$ cat config.mk
export PLATFORM = sky130hd
export DESIGN_NAME = stage3_packet_seq_ctrl_module
export DESIGN_NICKNAME = d
export VERILOG_FILES = /design/src/rtl/stage3_packet_seq_ctrl_module.sv
export SDC_FILE = /design/constraint.sdc
export NUM_CORES = 1
export LEC_CHECK = 0
export ABC_CLOCK_PERIOD_IN_PS = 4200
export CORE_MARGIN = 1.5
export CORE_UTILIZATION = 57
export CTS_CLUSTER_SIZE = 8
export DETAILED_ROUTE_END_ITERATION = 16
export GPL_ROUTABILITY_DRIVEN = 0
export GPL_TIMING_DRIVEN = 0
export PLACE_DENSITY = 0.81
export SLEW_MARGIN = 30
export SYNTH_ARGS = -nofsm -noshare
export SYNTH_HDL_FRONTEND = slang
export SYNTH_SLANG_ARGS = --single-unit
export TNS_END_PERCENT = 30
$ cat constraint.sdc
create_clock -name clk -period 4.2 [get_ports clk]
set_clock_uncertainty 0.1 [all_clocks]
set_input_delay 0.84 -clock clk [delete_from_list [all_inputs] [get_ports clk]]
set_output_delay 0.84 -clock clk [all_outputs]
set_load 0.02 [all_outputs]
$ cat src/rtl/stage3_packet_seq_ctrl_module.sv
// Stage-3 packet sequencing controller: groups accepted messages into packets and hands
// the (seq, count) pair to the head assembler. Optional idle heartbeat: STAGE3_HEARTBEAT_EN.
module stage3_packet_seq_ctrl_module #(
  parameter int PACKET_SEQ_NUM_DATA_BITS  = 16,
  parameter int PACKET_MESSAGES_DATA_BITS = 8,
  parameter int MAX_MSGS                  = 8,
  parameter int TIMEOUT_CYCLES            = 256,
  parameter int SEQ_INIT                  = 1
) (
  input  logic                                 clk,
  input  logic                                 rst_n,
  input  logic                                 msg_valid,
  output logic                                 msg_ready,
  input  logic                                 flush,
  output logic                                 hdr_valid,
  input  logic                                 hdr_ready,
  output logic [PACKET_SEQ_NUM_DATA_BITS-1:0]  packet_seq_num_data,
  output logic [PACKET_MESSAGES_DATA_BITS-1:0] packet_messages_data
);

  localparam int SW = PACKET_SEQ_NUM_DATA_BITS;
  localparam int MW = PACKET_MESSAGES_DATA_BITS;
  localparam int TW = $clog2(TIMEOUT_CYCLES);

  localparam logic [SW-1:0] SEQ_RST   = SW'(SEQ_INIT);
  localparam logic [SW-1:0] SEQ_ONE   = SW'(1);
  localparam logic [MW-1:0] CNT_ONE   = MW'(1);
  localparam logic [MW-1:0] CNT_MAX   = MW'(MAX_MSGS);
  localparam logic [TW-1:0] TIM_ONE   = TW'(1);
  localparam logic [TW-1:0] TIM_LAST  = TW'(TIMEOUT_CYCLES - 1);

  typedef enum logic [1:0] {
    IDLE,
    COLLECT,
    EMIT
  } state_e;

  state_e          state_q, state_d;
  logic [SW-1:0]   seq_q, seq_d;
  logic [MW-1:0]   count_q, count_d;
  logic [TW-1:0]   timer_q, timer_d;
  logic            accept;

`ifdef STAGE3_HEARTBEAT_EN
  logic [TW-1:0]   idle_q, idle_d;
`endif

  // Handshake and header outputs are pure decodes of registered state.
  assign msg_ready            = (state_q != EMIT);
  assign hdr_valid            = (state_q == EMIT);
  assign packet_seq_num_data  = seq_q;
  assign packet_messages_data = count_q;

  assign accept = msg_valid && msg_ready;

  always_comb begin
    // NOTE: every variable gets a default first so no path leaves one unassigned (no latch).
    state_d = state_q;
    seq_d   = seq_q;
    count_d = count_q;
    timer_d = timer_q;
`ifdef STAGE3_HEARTBEAT_EN
    idle_d  = idle_q;
`endif

    case (state_q)
      IDLE: begin
        if (accept) begin
          count_d = CNT_ONE;
          timer_d = '0;
          state_d = (MAX_MSGS == 1 || flush) ? EMIT : COLLECT;
`ifdef STAGE3_HEARTBEAT_EN
          idle_d  = '0;
        end else if (idle_q == TIM_LAST) begin
          // Heartbeat packet: count stays 0, seq is left for the next real packet.
          state_d = EMIT;
        end else begin
          idle_d  = idle_q + TIM_ONE;
`endif
        end
      end

      COLLECT: begin
        timer_d = timer_q + TIM_ONE;
        if (accept) begin
          count_d = count_q + CNT_ONE;
        end
        // A message accepted on the closing edge is already folded into count_d.
        if (count_d == CNT_MAX || flush || timer_q == TIM_LAST) begin
          state_d = EMIT;
        end
      end

      EMIT: begin
        if (hdr_ready) begin
          state_d = IDLE;
          count_d = '0;
          timer_d = '0;
`ifdef STAGE3_HEARTBEAT_EN
          idle_d  = '0;
          if (count_q != '0) begin
            seq_d = seq_q + SEQ_ONE;
          end
`else
          seq_d   = seq_q + SEQ_ONE;
`endif
        end
      end

      default: state_d = IDLE;
    endcase
  end

  always_ff @(posedge clk or negedge rst_n) begin
    if (!rst_n) begin
      state_q <= IDLE;
      seq_q   <= SEQ_RST;
      count_q <= '0;
      timer_q <= '0;
`ifdef STAGE3_HEARTBEAT_EN
      idle_q  <= '0;
`endif
    end else begin
      // NOTE: non-blocking assignments so every register samples pre-edge values together.
      state_q <= state_d;
      seq_q   <= seq_d;
      count_q <= count_d;
      timer_q <= timer_d;
`ifdef STAGE3_HEARTBEAT_EN
      idle_q  <= idle_d;
`endif
    end
  end

endmodule

==> flow_summary.ini, run 1 <==
[floorplanning]
dieHeight_um = 60.7
core_area_um2 = 3100
rows = 20
ioPinCount = 31
dieArea_um2 = 3690
die_x_um = 60.7
start_util = 0.613

[drt]
ant_nets = 0
vias = 1552
drtIter0Drc = 83
wl_per_cell_um = 13.3
drt_wl_total_mm = 3.71
dr.pass1.iters = 4
drc = 0
vias_per_cell = 5.58

[timing]
finalSetupViolations = 0
worst_slew_pin_slew_ps = 440
rsz0062_at_grt = false
setup_slack_ps = 1340
fin_crit_sh = 0.681
relSlewSlack = 0.702
hold_violations = 0
fmax_ghz = 0.350
min_period_ps = 2860
drv_slew = 0
finalSetupTns_ps = 0

[power]
irDropWorstVdd_v = 0.000370
p_total_w = 0.00115
p_leak_nw = 1.02
pwr_density_cell_nw_per_um2 = 493

[synthesis]
ys_warn_count = 0
syn_nets = 206
ys_top_cells_by_area = dfrtp_1 (43%), xnor2_1 (6.0%), nand2_1 (4.7%)
synth_area_um2 = 1900
synth_top_cell_by_area = dfrtp_1
synth.distinct_cells = 48
seq_area_frac_synth = 0.448
synth_edf_count = 0
synth_top_area_share = 0.434
synth.avg_cell_area_um2 = 9.75
ys.flop_type = dfrtp_1
async_flop_share = 1.00
ys_ff_latch = 34
synthCells = 195

[clock_tree]
cts_tree = yes
root_buffer = clkbuf_4
numClockSinks = 34
ctsHoldBuffers = 0
cts_resized = 0
clkSlewWorstSetupHoldPaths_ps = 110
ctsLongestPathBuffers = 2
clock_latency_ps = 340
cts_buffers = 5
cts_max_level = 2
post_cts_buffers = 0

[grt]
grt_overflow = 0
antenna_found_initial = 0
grt_max_degree = 20
grt_usage = 0.240
grt_first_pass_wirelength_mm = 6.54
grt_pass1_vias = 1499

[final_layout]
drive_above_1_share = 0.103
stdcell_count = 278
syn2layout_area_growth_pct = 22.6
layout.nets = 244
final_common_cell = dfrtp_1
n_antenna_cell = 0
final_cell_mix = dfrtp_1 (33), clkdlybuf4s50_1 (29), nand2_1 (24)

[placed_design]
port_buffers = 30
dp_slack_ps = 1490
post-place-cells = 270
dp_hpwl_mm = 2.79

[setup_path]
crit_path_top_delay_cell = clkdlybuf4s50_1
critPathMaxFanout = 10
path_buf_inv = 4
worstPathCellList = inv_1 -> ha_1 -> buf_6 -> inv_1 -> clkdlybuf4s50_1
cp.arrival_ps = 1920
worstSetupPathType = flip-flop to output pin
worstSetupStartpointType = flip-flop
max_stage_delay_ps = 610
path_common_cell = inv_1
end_kind = output pin
critPathTopFamily = buffers and inverters
cp.required_ps = 3260

[status]
outcome = complete, no violations

[hold_path]
hold_class = primary input to asynchronous set/reset pin

[job]
maxCapViolations = 0
==> per-stage QoR <==
stage / hold WS, ps / util / cell area (um^2)
2_1_floorplan: 373 / - / 1900
3_3_place_gp: 357 / 0.727 / 2260
3_5_place_dp: 356 / 0.734 / 2280
4_1_cts: 313 / 0.751 / 2330
5_1_grt: 335 / 0.751 / 2330
6_report: 313 / 0.751 / 2330
==> worst paths after layout <==
path | startpoint | endpoint | slack [ps] | cells after the start
hold reg to reg | packet_seq_num_data[15] | packet_seq_num_data[15] | 370 | 1
setup reg to reg | state_q[0] | packet_messages_data[5] | 2050 | 8
min in group clk | packet_seq_num_data[15] | packet_seq_num_data[15] | 370 | 1
max in group asynchronous | rst_n | timer_q[3] | 3250 | 2
setup / recovery | state_q[0] | msg_ready | 1340 | 5
hold / removal | rst_n | packet_seq_num_data[3] | 310 | 1
==> logic make-up after synthesis <==
| family | count (synthesis) | synth area share |
|---|---|---|
| adder cells (fa/ha/maj) | 6 | 0.0395 |
| AO/OA/AOI/OAI | 39 | 0.152 |
| flip-flops | 34 | 0.448 |
| multiplexers | 2 | 0.0112 |
| AND/OR/NAND/NOR | 81 | 0.218 |
| buffers and inverters | 13 | 0.0388 |
| XOR/XNOR | 20 | 0.0922 |
==> area by class of cell <==
class,count,area [um^2]
Buffer,6,47.5
Clock buffer,6,41.3
Clock inverter,2,10.0
Fill cell,252,773
Inverter,7,26.3
Multi-Input combinational cell,148,975
Sequential cell,34,852
Tap cell,44,55.1
Timing Repair Buffer,31,323
==> state kept, by name, indices dropped and copies added, names as in the netlist <==
name and cells:
packet_seq_num_data 16, timer_q 8, state_q 2, packet_messages_data 8
==> report_power, final <==
group          switching, W  total [W]  internal (W)
combinational      0.000299   0.000546      0.000247
sequential        0.0000543   0.000430      0.000375
clock              0.000109   0.000172     0.0000637
total              0.000462    0.00115      0.000686
==> routing by layer <==
layer	share of wire	wire length, um	GRT usage
met5	0	0	0
met4	0.019	69	0.0932
met3	0.041	152	0.0384
met2	0.49	1800	0.398
met1	0.45	1680	0.316
==> synthesized netlist by cell type, types with 2 or more instances <==
| cell | n |
|---|---|
| buf_2 | 2 |
| nand3_1 | 12 |
| a22o_1 | 4 |
| a21oi_1 | 3 |
| or3_1 | 2 |
| nand3b_1 | 2 |
| nand2b_1 | 5 |
| buf_6 | 3 |
| inv_1 | 7 |
| o31ai_1 | 2 |
| nor3_1 | 3 |
| a311oi_1 | 2 |
| and3_1 | 3 |
| nand2_1 | 24 |
| nand4_1 | 5 |
| nor2_1 | 15 |
| a21o_1 | 4 |
| ha_1 | 6 |
| xnor2_1 | 13 |
| o21ai_0 | 12 |
| dfrtp_1 | 33 |
| xor2_1 | 7 |
No activity file was read; power rests on OpenSTA's default activity.
==> run 2: changes to the inputs <==
--- a/config.mk
+++ b/config.mk
@@ -5,14 +5,14 @@
 export SDC_FILE = /design/constraint.sdc
 export NUM_CORES = 1
 export LEC_CHECK = 0
-export ABC_CLOCK_PERIOD_IN_PS = 4200
+export ABC_CLOCK_PERIOD_IN_PS = 2910
 export CORE_MARGIN = 1.5
-export CORE_UTILIZATION = 57
+export CORE_UTILIZATION = 53
 export CTS_CLUSTER_SIZE = 8
 export DETAILED_ROUTE_END_ITERATION = 16
 export GPL_ROUTABILITY_DRIVEN = 0
 export GPL_TIMING_DRIVEN = 0
-export PLACE_DENSITY = 0.81
+export PLACE_DENSITY = 0.76
 export SLEW_MARGIN = 30
 export SYNTH_ARGS = -nofsm -noshare
 export SYNTH_HDL_FRONTEND = slang
==> constraint.sdc (replaced) <==
create_clock -name clk -period 2.91 [get_ports clk]
set_clock_uncertainty 0.1 [all_clocks]
set_input_delay 0.582 -clock clk [delete_from_list [all_inputs] [get_ports clk]]
set_output_delay 0.582 -clock clk [all_outputs]
set_load 0.02 [all_outputs]
==> flow_summary.ini, run 2 (synthesis results as in run 1) <==
[status]
outcome = complete, no violations

[clock_tree]
cts_buffers = 5
post_cts_buffers = 0
cts_max_level = 2
cts_resized = 0
root_buffer = clkbuf_4
clock_latency_ps = 330
clkSlewWorstSetupHoldPaths_ps = 100
numClockSinks = 34
ctsLongestPathBuffers = 2
cts_tree = yes
ctsHoldBuffers = 0

[grt]
grt_pass1_vias = 1512
grt_usage = 0.218
grt_first_pass_wirelength_mm = 6.91
grt_max_degree = 26
grt_overflow = 0
antenna_found_initial = 0

[job]
maxCapViolations = 0

[final_layout]
final_cell_mix = dfrtp_1 (33), clkdlybuf4s50_1 (29), nand2_1 (24)
n_fill_cell = 268
layout.nets = 244
syn2layout_area_growth_pct = 22.7
final_common_cell = dfrtp_1
drive_above_1_share = 0.103
largest_reg_flops = 16
postLayoutCoreUtil = 0.688
n_antenna_cell = 0

[timing]
fmax_ghz = 0.387
finalSetupTns_ps = 0
drv_slew = 0
finalSetupViolations = 0
relSlewSlack = 0.670
fin_crit_sh = 0.888
worst_slew_pin_slew_ps = 496
min_period_ps = 2580
hold_violations = 0
rsz0062_at_grt = false

[setup_path]
max_stage_delay_ps = 610
worstPathCellList = inv_1 -> ha_1 -> buf_6 -> inv_1 -> clkdlybuf4s50_1
crit_path_top_delay_cell = clkdlybuf4s50_1
cp.arrival_ps = 1900
r2r_slack_ps = 760
critPathMaxFanout = 10
cp.required_ps = 2230
end_kind = output pin
worstSetupPathType = flip-flop to output pin
worstSetupStartpointType = flip-flop
path_common_cell = inv_1

[placed_design]
port_buffers = 30
dp_hpwl_mm = 2.93

[drt]
ant_nets = 0
dr.pass1.iters = 4
vias = 1568
drtIter0Drc = 65
drc = 0
maxUsedRoutingLayer = met4
vias_per_cell = 5.60
drt_wl_total_mm = 3.95
wl_met2_mm = 1.89
wl_met3_um = 130
wl_per_cell_um = 14.1
drt-met1-wl_mm = 1.88

[power]
seq_power_share = 0.374
p_int_w = 0.000991
pwr_density_cell_nw_per_um2 = 714
swShare = 0.405
irDropWorstVdd_v = 0.000530
p_sw_w = 0.000674
p_clk_frac = 0.150
p_comb_frac = 0.476
p_leak_nw = 1.02

[floorplanning]
dieHeight_um = 62.9
ioPinCount = 31
die_x_um = 62.9
dieArea_um2 = 3950
core_area_um2 = 3390
start_util = 0.561
rows = 21

[hold_path]
hold_class = primary input to asynchronous set/reset pin
==> run 2: critical path, delay by kind of cell (launching register included) <==
kind	cells	cell delay, ps
buffers and inverters	4	940
DFF	1	360
adders and majority gates	1	270
==> run 2: cell type report <==
| type | count | area, um^2 | area share |
|---|---|---|---|
| multi-input cells | 148 | 975 | 0.418 |
| flip-flops and latches | 34 | 852 | 0.365 |
| repair buffers | 31 | 323 | 0.138 |
| well taps | 46 | 57.6 | 0.0247 |
| plain buffers | 6 | 47.5 | 0.0204 |
| clock buffers | 6 | 41.3 | 0.0177 |
| inverters | 7 | 26.3 | 0.0113 |
| clock inverters | 2 | 10.0 | 0.00429 |
==> run 2: path summary, 6_finish.rpt <==
kind | start | endpoint | cells past startpoint
worst min register to register | packet_seq_num_data[15] | packet_seq_num_data[15] | 1
worst max-delay path | state_q[0] | msg_ready | 5
worst min-delay path | rst_n | packet_messages_data[2] | 1
worst max register to register | state_q[0] | state_q[1] | 8
min in group clk | packet_seq_num_data[15] | packet_seq_num_data[15] | 1
max in group asynchronous | rst_n | packet_seq_num_data[0] | 2
==> run 2: through the flow <==
step | hold slack [ps] | power [W] | worst slack [ps] | area (um^2) | cells
global placement | 353 | 0.00138 | 465 | 2260 | 271
finish | 15.5 | 0.00167 | 326 | 2330 | 280
floorplan | 186 | 0.00116 | 889 | 1900 | 195
CTS | 13.7 | 0.00167 | 317 | 2330 | 280
detailed placement | 356 | 0.00142 | 382 | 2280 | 272
global route | 24.4 | 0.00177 | 239 | 2330 | 280
==> run 2: power by group through the flow <==
stage | sequential, W | clock (W) | combinational [W]
floorplan | 0.000667 | 0 | 0.000494
global placement | 0.000622 | 0 | 0.000759
detailed placement | 0.000629 | 0 | 0.000794
CTS | 0.000621 | 0.000257 | 0.000796
global route | 0.000634 | 0.000273 | 0.000866
finish | 0.000624 | 0.000250 | 0.000792
==> run 2: metal layers <==
| layer | vias up | GRT usage |
|---|---|---|
| met5 | - | 0 |
| met4 | 0 | 0.0639 |
| met3 | 6 | 0.0505 |
| met2 | 29 | 0.362 |
| met1 | 768 | 0.285 |
| li1 | 765 | - |
